--- config.mk ---
export PLATFORM = sky130hd
export DESIGN_NAME = fft_output_serializer
export DESIGN_NICKNAME = d
export VERILOG_FILES = /design/src/rtl/fft_output_serializer.sv
export SDC_FILE = /design/constraint.sdc
export NUM_CORES = 1
export LEC_CHECK = 0
export CAP_MARGIN = 15
export CORE_ASPECT_RATIO = 0.5
export CORE_UTILIZATION = 52
export DETAILED_ROUTE_END_ITERATION = 8
export PLACE_DENSITY = 0.85
export REMOVE_ABC_BUFFERS = 1
export SETUP_SLACK_MARGIN = 0.15
export SYNTH_ARGS = -nofsm -noshare
export SYNTH_HDL_FRONTEND = slang
export SYNTH_SLANG_ARGS = --single-unit
--- constraint.sdc ---
create_clock -name clk -period 48.4 [get_ports clk]
set_input_delay 14.52 -clock clk [delete_from_list [all_inputs] [get_ports clk]]
set_output_delay 14.52 -clock clk [all_outputs]
set_load 0.005 [all_outputs]
--- src/rtl/fft_output_serializer.sv ---
// Captures a 16-bin FFT frame on the rising edge of fft_done and streams it out one bin per valid/ready beat.
// Optional build macro DIGIT_REVERSE_EN reads radix-4 digit-reversed slots back in natural bin order.
module fft_output_serializer #(
   parameter int WIDTH = 16,
   parameter int CNT_W = 8
) (
   input  logic                  clk,
   input  logic                  rst_n,
   input  logic                  fft_done,
   input  logic [WIDTH*16-1:0]   fft_data_real,
   input  logic [WIDTH*16-1:0]   fft_data_imag,
   output logic                  out_valid,
   input  logic                  out_ready,
   output logic [WIDTH-1:0]      out_real,
   output logic [WIDTH-1:0]      out_imag,
   output logic [3:0]            out_index,
   output logic                  out_last,
   output logic                  busy,
   output logic                  overrun,
   input  logic                  clr_overrun,
   output logic [CNT_W-1:0]      frame_count
);

   localparam int N = 16;

   typedef enum logic {S_IDLE, S_STREAM} state_t;

   state_t               r_state;
   state_t               w_state_nxt;
   logic                 r_done_d;
   logic [3:0]           r_cnt;
   logic [3:0]           w_cnt_nxt;
   logic [WIDTH*N-1:0]   r_frame_re;
   logic [WIDTH*N-1:0]   r_frame_im;
   logic                 r_overrun;
   logic [CNT_W-1:0]     r_frame_count;
   logic                 w_done_edge;
   logic                 w_stream;
   logic                 w_capture;
   logic                 w_frame_end;
   logic                 w_drop;
   logic [3:0]           w_slot;

   assign w_done_edge = fft_done & ~r_done_d;
   assign w_stream    = (r_state == S_STREAM);

`ifdef DIGIT_REVERSE_EN
   assign w_slot = {r_cnt[1:0], r_cnt[3:2]};
`else
   assign w_slot = r_cnt;
`endif

   always_ff @(posedge clk) begin
      if (!rst_n) begin
         r_state       <= S_IDLE;
         r_cnt         <= 4'd0;
         r_done_d      <= 1'b0;
         r_overrun     <= 1'b0;
         r_frame_count <= '0;
      end else begin
         r_state  <= w_state_nxt;
         r_cnt    <= w_cnt_nxt;
         r_done_d <= fft_done;
         if (w_drop)
            r_overrun <= 1'b1;
         else if (clr_overrun)
            r_overrun <= 1'b0;
         if (w_frame_end)
            r_frame_count <= r_frame_count + 1'b1;
      end
   end

   // Frame storage needs no reset: it is only observed while streaming.
   always_ff @(posedge clk) begin
      if (w_capture) begin
         r_frame_re <= fft_data_real;
         r_frame_im <= fft_data_imag;
      end
   end

   always_comb begin
      w_state_nxt = r_state;
      w_cnt_nxt   = r_cnt;
      w_capture   = 1'b0;
      w_frame_end = 1'b0;
      w_drop      = 1'b0;
      unique case (r_state)
         S_IDLE: begin
            if (w_done_edge) begin
               w_capture   = 1'b1;
               w_cnt_nxt   = 4'd0;
               w_state_nxt = S_STREAM;
            end
         end
         S_STREAM: begin
            if (out_ready && r_cnt == 4'd15) begin
               w_frame_end = 1'b1;
               w_cnt_nxt   = 4'd0;
               if (w_done_edge)
                  w_capture = 1'b1;
               else
                  w_state_nxt = S_IDLE;
            end else begin
               if (out_ready)
                  w_cnt_nxt = r_cnt + 4'd1;
               if (w_done_edge)
                  w_drop = 1'b1;
            end
         end
         default: w_state_nxt = S_IDLE;
      endcase
   end

   assign out_valid   = w_stream;
   assign busy        = w_stream;
   assign out_real    = w_stream ? r_frame_re[WIDTH*w_slot +: WIDTH] : '0;
   assign out_imag    = w_stream ? r_frame_im[WIDTH*w_slot +: WIDTH] : '0;
   assign out_index   = w_stream ? r_cnt : 4'd0;
   assign out_last    = w_stream && (r_cnt == 4'd15);
   assign overrun     = r_overrun;
   assign frame_count = r_frame_count;

endmodule

==> results.py, run 1 <==
metrics = {
    "cts": {
        "clock-root-buffer": "clkbuf_16",
        "cts_buffers": 46,
        "cts_tree": "built",
        "cts_buffer_depth": 3,
        "cts_resized": 0,
        "clk_latency_ns": 0.56,
        "clkTransAtPathRegs_ns": 0.06,
        "post_cts_buffers": 0,
        "clock-sinks": 527,
        "cts_max_level": 2,
        "hold_buffers": 0,
    },
    "yosys": {
        "avgSynthCellArea_um2": 18.7,
        "synthCells": 1105,
        "yosysSeqAreaShare_pct": 76.0,
        "synth.distinct_cells": 36,
        "ys_ff_latch": 527,
        "ys_warn_count": 0,
        "syn_area_um2": 20600,
        "synth_edf_count": 512,
        "synth_ff_type": "edfxtp_1",
        "async_flop_share_pct": 0,
    },
    "route": {
        "m1WireLength_um": 21500,
        "final_antenna_net_count": 0,
        "wl_um": 59700,
        "viasPerCell": 5.67,
        "met3_length_um": 4130,
        "via_count": 12800,
        "wl_per_cell_um": 26.5,
        "drt_iter0_drc": 1244,
        "first_pass_iters": 5,
        "top_layer": "met5",
        "drc": 0,
        "dr_wl_met2_um": 31600,
    },
    "grt": {
        "grt_pass1_vias": 13200,
        "grt_max_degree": 202,
        "grt_pass1_wl_um": 83700,
        "globalRoute.totalOverflow": 0,
        "grt_antenna_before_repair": 15,
        "grt_use_total_pct": 28.6,
    },
    "min_path": {
        "min_path_type": "reg -> reg",
    },
    "layout": {
        "fillCellCount": 2410,
        "syn_to_final_growth_pct": 36.7,
        "seq_area_um2": 15700,
        "drive_gt1_share_pct": 7.10,
        "multi_input_area_um2": 4460,
        "fin_nets": 2186,
    },
    "sta": {
        "hold_violations": 0,
        "fmax_ghz": 0.0526,
        "setup_violations": 0,
        "rsz0062_at_grt": "false",
        "timing.setup.tns_ns": 0,
        "holdWs_ns": 0.577,
        "setup_ws_ns": 29.39,
        "min_period_over_period_pct": 39.3,
        "maxSlewViolCount": 0,
        "fin_skew_ns": 0.0167,
        "tightest_slew_ns": 1.15,
        "min_period_ns": 19.01,
        "slew_headroom_pct": 23.0,
    },
    "power": {
        "p_leak_nw": 9.27,
        "p_int_mw": 0.803,
        "vdd_drop_max_v": 0.0000245,
        "combPwrFrac_pct": 8.8,
        "swShare_pct": 20.6,
        "power.density_nw_per_um2": 35.9,
        "p_switching_mw": 0.209,
        "clkPwrFrac_pct": 37.8,
        "seqPwrFrac_pct": 53.4,
    },
    "floorplan": {
        "top_level_ports": 565,
        "die_area_um2": 40500,
        "die_y_um": 143,
        "floorplan.initialDensity_pct": 52.9,
        "num_rows": 51,
        "die_x_um": 284,
        "fp.coreArea_um2": 39000,
    },
    "setup_path": {
        "critPathTopFamily": "buffers and inverters",
        "cp.depth": 7,
        "cp_slowest_cell": "buf_4",
        "crit_path_end_kind": "output pin",
        "crit_buf_inv": 3,
        "cp_max_fo": 58,
        "crit_required_ns": 33.88,
        "reg2reg_to": "r_frame_re[225]",
        "cp.arrival_ns": 4.49,
        "startpoint": "r_cnt[0]",
        "crit_chain": "buf_4, buf_4, mux4_2, nand2b_1, nand3_1, nand2_1, clkdlybuf4s50_1",
        "reg2reg_from": "r_cnt[0]",
        "crit_path_end": "out_imag[7]",
        "ff2ff_path_depth": 7,
        "crit_top_cell": "buf_4",
        "critPathLaunchType": "register",
        "cpPeakStageDelay_ns": 0.87,
        "r2r_setup_slack_ns": 43.82,
        "critPathKind": "reg -> out",
    },
    "placed_design": {
        "place.gp.congestion": 0.908,
        "port_buffers": 564,
        "hpwl_um": 41200,
        "place_ws_ns": 29.76,
    },
    "flow_run": {
        "cap_violations": 0,
    },
    "status": {
        "status": "finished, final reports clean",
    },
}
## logic make-up (layout without fill, tap and decap cells)
| group | count (synthesis) | after routing | share of synthesized area [%] |
|---|---|---|---|
| flops | 527 | 527 | 76.0 |
| mux | 229 | 229 | 12.9 |
| simple gates | 159 | 159 | 4.01 |
| compound gates | 113 | 113 | 4.08 |
| buf+inv | 68 | 667 | 2.50 |
| xor+xnor | 7 | 7 | 0.297 |
| fa+ha+maj | 2 | 2 | 0.121 |
| other cells | 0 | 17 | 0 |
## worst min path at each step
stage,from,depth (start not counted),to
after floorplan,r_cnt[3],2,r_cnt[3]
after global placement,frame_count[1],2,frame_count[1]
after detailed placement,frame_count[1],2,frame_count[1]
after CTS,frame_count[1],2,frame_count[1]
after global routing,frame_count[1],2,frame_count[1]
final,frame_count[1],2,frame_count[1]
## synth_stat cells, drive strengths merged (5+ instances only)
master    n  area (um^2)
edfxtp  512        15400
mux2i   198         1980
a22oi    98          736
nand3    59          295
buf      44          405
nand2    36          135
mux4     30          676
clkbuf   23          106
nand2b   23          144
and2     15         93.8
dfxtp    15          300
nor2b    10         62.6
o211ai    8         60.1
nand4     5         31.3
## power groups by stage
stage	Combinational, mW	Clock, mW	Sequential [mW]
floorplan	0.0362	0	0.571
global placement	0.0852	0	0.548
detailed placement	0.0884	0	0.549
CTS	0.0889	0.388	0.540
global route	0.0941	0.406	0.542
finish	0.0891	0.383	0.540
## sequential cells by signal, indices dropped and copies added, names as in the netlist
name	flops
busy	1
frame_count	8
overrun	1
r_cnt	4
r_done_d	1
r_frame_im	256
r_frame_re	256
## worst register-to-register path, cell delays in order, from the launching register on
cell,delay [ns]
dfxtp_4,0.69
ha_1,0.32
nand4_1,0.12
and2_1,0.27
nor2_4,0.10
buf_4,0.84
buf_4,0.83
buf_4,0.95
## layer usage
layer  global-route usage, %  vias up
li1                        -     5575
met1                    34.6     6399
met2                    50.4      642
met3                    5.13      151
met4                    13.5        2
met5                       0        -
## cell usage in the layout (no fill, tap or decap), types with 8 or more instances in the layout
master | Yosys | routed
edfxtp_1 | 512 | 512
and2_1 | 15 | 13
clkbuf_1 | 17 | 14
diode_2 | 0 | 17
mux4_2 | 30 | 30
nand2b_1 | 23 | 23
dfxtp_1 | 15 | 12
a22oi_1 | 98 | 98
nand2_1 | 36 | 36
clkdlybuf4s50_1 | 0 | 564
nand3_1 | 59 | 59
buf_4 | 5 | 16
clkinv_1 | 0 | 8
mux2i_1 | 198 | 198
clkbuf_16 | 0 | 49
o211ai_1 | 8 | 8
## stage by stage
step / power (mW) / area, um^2 / cells / utilization, %
2_1_floorplan: 0.607 / 20100 / 1038 / -
3_3_place_gp: 0.633 / 26600 / 2149 / 68.2
3_5_place_dp: 0.638 / 26600 / 2149 / 68.2
4_1_cts: 1.02 / 28100 / 2234 / 72.2
5_1_grt: 1.04 / 28200 / 2247 / 72.3
6_report: 1.01 / 28200 / 2251 / 72.3
## final cells by class
type,instances,area share [%]
Sequential cell,527,55.6
Timing Repair Buffer,581,20.5
Multi-Input combinational cell,510,15.8
Tap cell,530,2.35
Inverter,1,0.0133
Clock buffer,63,4.54
Antenna cell,17,0.151
Clock inverter,22,0.932
Power figures use the tool's default switching activity.
==> run 2, diff against run 1 <==
- CORE_UTILIZATION: 52 -> 48
- PLACE_DENSITY: 0.85 -> 0.8
- clock period: 48.4 -> 18.7 ns (I/O delays scaled with it)
==> run 2 against run 1 <==
  * Final area hardly changed
  * Clock-buffer cell count is 1 lower
  * Largest cell class unchanged
  * Final cell count up 2.1%
  * Sequential share of layout area hardly changed
  * Combinational power rose to 2.6 times the previous value
  * Worst hold slack worse by 0.0029 ns
  * Clock skew is 0.0057 ns higher
  * Critical endpoint is now out_imag[11]
  * Critical path depth grew 1
  * Via count fell by 2.3%
  * Flip-flop and latch count unchanged
  * Routed wire length down 1.3%
==> results.py, run 2 (synthesis gave the netlist of run 1 again) <==
metrics = {
    "cts": {
        "cts_tree": "built",
        "post_cts_buffers": 0,
        "clock-sinks": 527,
        "cts_resized": 0,
        "cts_max_level": 2,
        "cts_buffers": 47,
        "cts_buffer_depth": 3,
        "hold_buffers": 0,
        "clkTransAtPathRegs_ns": 0.06,
        "clk_latency_ns": 0.57,
        "clock-root-buffer": "clkbuf_16",
    },
    "setup_path": {
        "crit_buf_inv": 4,
        "cp.arrival_ns": 5.16,
        "cp_max_fo": 64,
        "crit_required_ns": 13.09,
        "r2r_setup_slack_ns": 13.63,
        "cp_slowest_cell": "buf_4",
        "crit_top_cell": "buf_4",
        "crit_chain": "buf_4, buf_4, buf_4, mux4_2, nand2b_1, nand3_1, nand2_1, clkdlybuf4s50_1",
        "reg2reg_from": "r_cnt[0]",
        "critPathKind": "reg -> out",
        "critPathLaunchType": "register",
        "crit_path_end_kind": "output pin",
        "startpoint": "r_cnt[0]",
        "cpPeakStageDelay_ns": 0.98,
        "critPathTopFamily": "buffers and inverters",
    },
    "power": {
        "finalPower_mw": 2.58,
        "power.density_nw_per_um2": 91.6,
        "vdd_drop_max_v": 0.0000652,
        "p_leak_nw": 9.24,
    },
    "sta": {
        "holdWs_ns": 0.574,
        "timing.setup.tns_ns": 0,
        "setup_violations": 0,
        "min_period_ns": 10.77,
        "fin_skew_ns": 0.0224,
        "tightest_slew_ns": 1.12,
        "rsz0062_at_grt": "false",
        "fmax_ghz": 0.0929,
        "slew_headroom_pct": 25.2,
        "setup_ws_ns": 7.93,
        "hold_violations": 0,
        "min_period_over_period_pct": 57.6,
        "maxSlewViolCount": 0,
    },
    "layout": {
        "layout_commonest_cell": "clkdlybuf4s50_1",
        "drive_gt1_share_pct": 7.16,
        "fin_nets": 2189,
        "finalNonFillerCells": 2299,
        "fillCellCount": 2934,
        "finalCoreUtilization_pct": 66.8,
        "syn_to_final_growth_pct": 36.7,
        "layout_common_cells": "clkdlybuf4s50_1 (564), edfxtp_1 (512), mux2i_1 (198)",
        "final_area_um2": 28200,
    },
    "route": {
        "drt_iter0_drc": 1120,
        "drc": 0,
        "viasPerCell": 5.43,
        "final_antenna_net_count": 0,
        "first_pass_iters": 6,
        "wl_um": 58900,
        "wl_per_cell_um": 25.6,
        "via_count": 12500,
    },
    "min_path": {
        "min_path_type": "reg -> reg",
        "worstHoldStart": "frame_count[1]",
    },
    "grt": {
        "globalRoute.totalOverflow": 0,
        "grt_pass1_vias": 12700,
        "grt_use_total_pct": 26.3,
        "grt_antenna_before_repair": 17,
        "grt_max_degree": 87,
        "grt_pass1_wl_um": 82400,
    },
    "placed_design": {
        "place.gp.congestion": 0.873,
        "place_ws_ns": 8.47,
        "placed_area_um2": 26700,
        "hpwl_um": 40900,
        "port_buffers": 564,
        "numPlacedInstances": 2198,
    },
    "floorplan": {
        "die_y_um": 149,
        "fp.coreArea_um2": 42200,
        "top_level_ports": 565,
        "die_x_um": 295,
        "num_rows": 53,
        "die_area_um2": 43800,
        "floorplan.initialDensity_pct": 48.9,
    },
    "flow_run": {
        "cap_violations": 0,
    },
    "status": {
        "status": "finished, final reports clean",
    },
}
[run 2: cell count changes in the layout (fill, tap and decap cells not counted), sizes merged]
cell    delta
buf        +2
diode      +1
bufinv     -2
clkbuf     -1
inv        +1
[run 2: cell type report]
class,count,area [um^2],share of cell area [%]
antenna,18,45.0,0.160
sequential,527,15700,55.6
clock inverter,21,228,0.808
inverter,1,3.75,0.0133
multi-input combinational,510,4460,15.8
tap,577,722,2.56
clock buffer,62,1250,4.45
timing repair buffer,583,5790,20.5
[run 2: power breakdown]
part,switching (mW),internal [mW],leakage [nW]
clock network,0.427,0.529,0.714
registers,0.0217,1.37,4.95
logic,0.0885,0.140,3.58
total,0.537,2.04,9.24
[run 2: per-layer routing]
layer / vias up / part of all wire (%) / track usage (%)
met3: 130 / 5.6 / 3.65
met5: - / 0 / 0
li1: 5583 / - / -
met1: 6264 / 36 / 31.8
met2: 496 / 55 / 47.7
met4: 0 / 3.7 / 10.4
[run 2: worst register-to-register path: stages (launching register included)]
cell and delay (ns):
dfxtp_4 0.38, buf_4 0.72, ha_1 0.45, nand4_1 0.15, and2_1 0.27, nor2_4 0.09, buf_4 0.75, buf_4 0.89
buf_4 0.93
[run 2: worst paths after layout]
kind,end,cells past startpoint
worst max register to register,r_frame_re[28],8
worst min-delay path,frame_count[1],2
worst max-delay path,out_imag[11],8
worst min register to register,frame_count[1],2
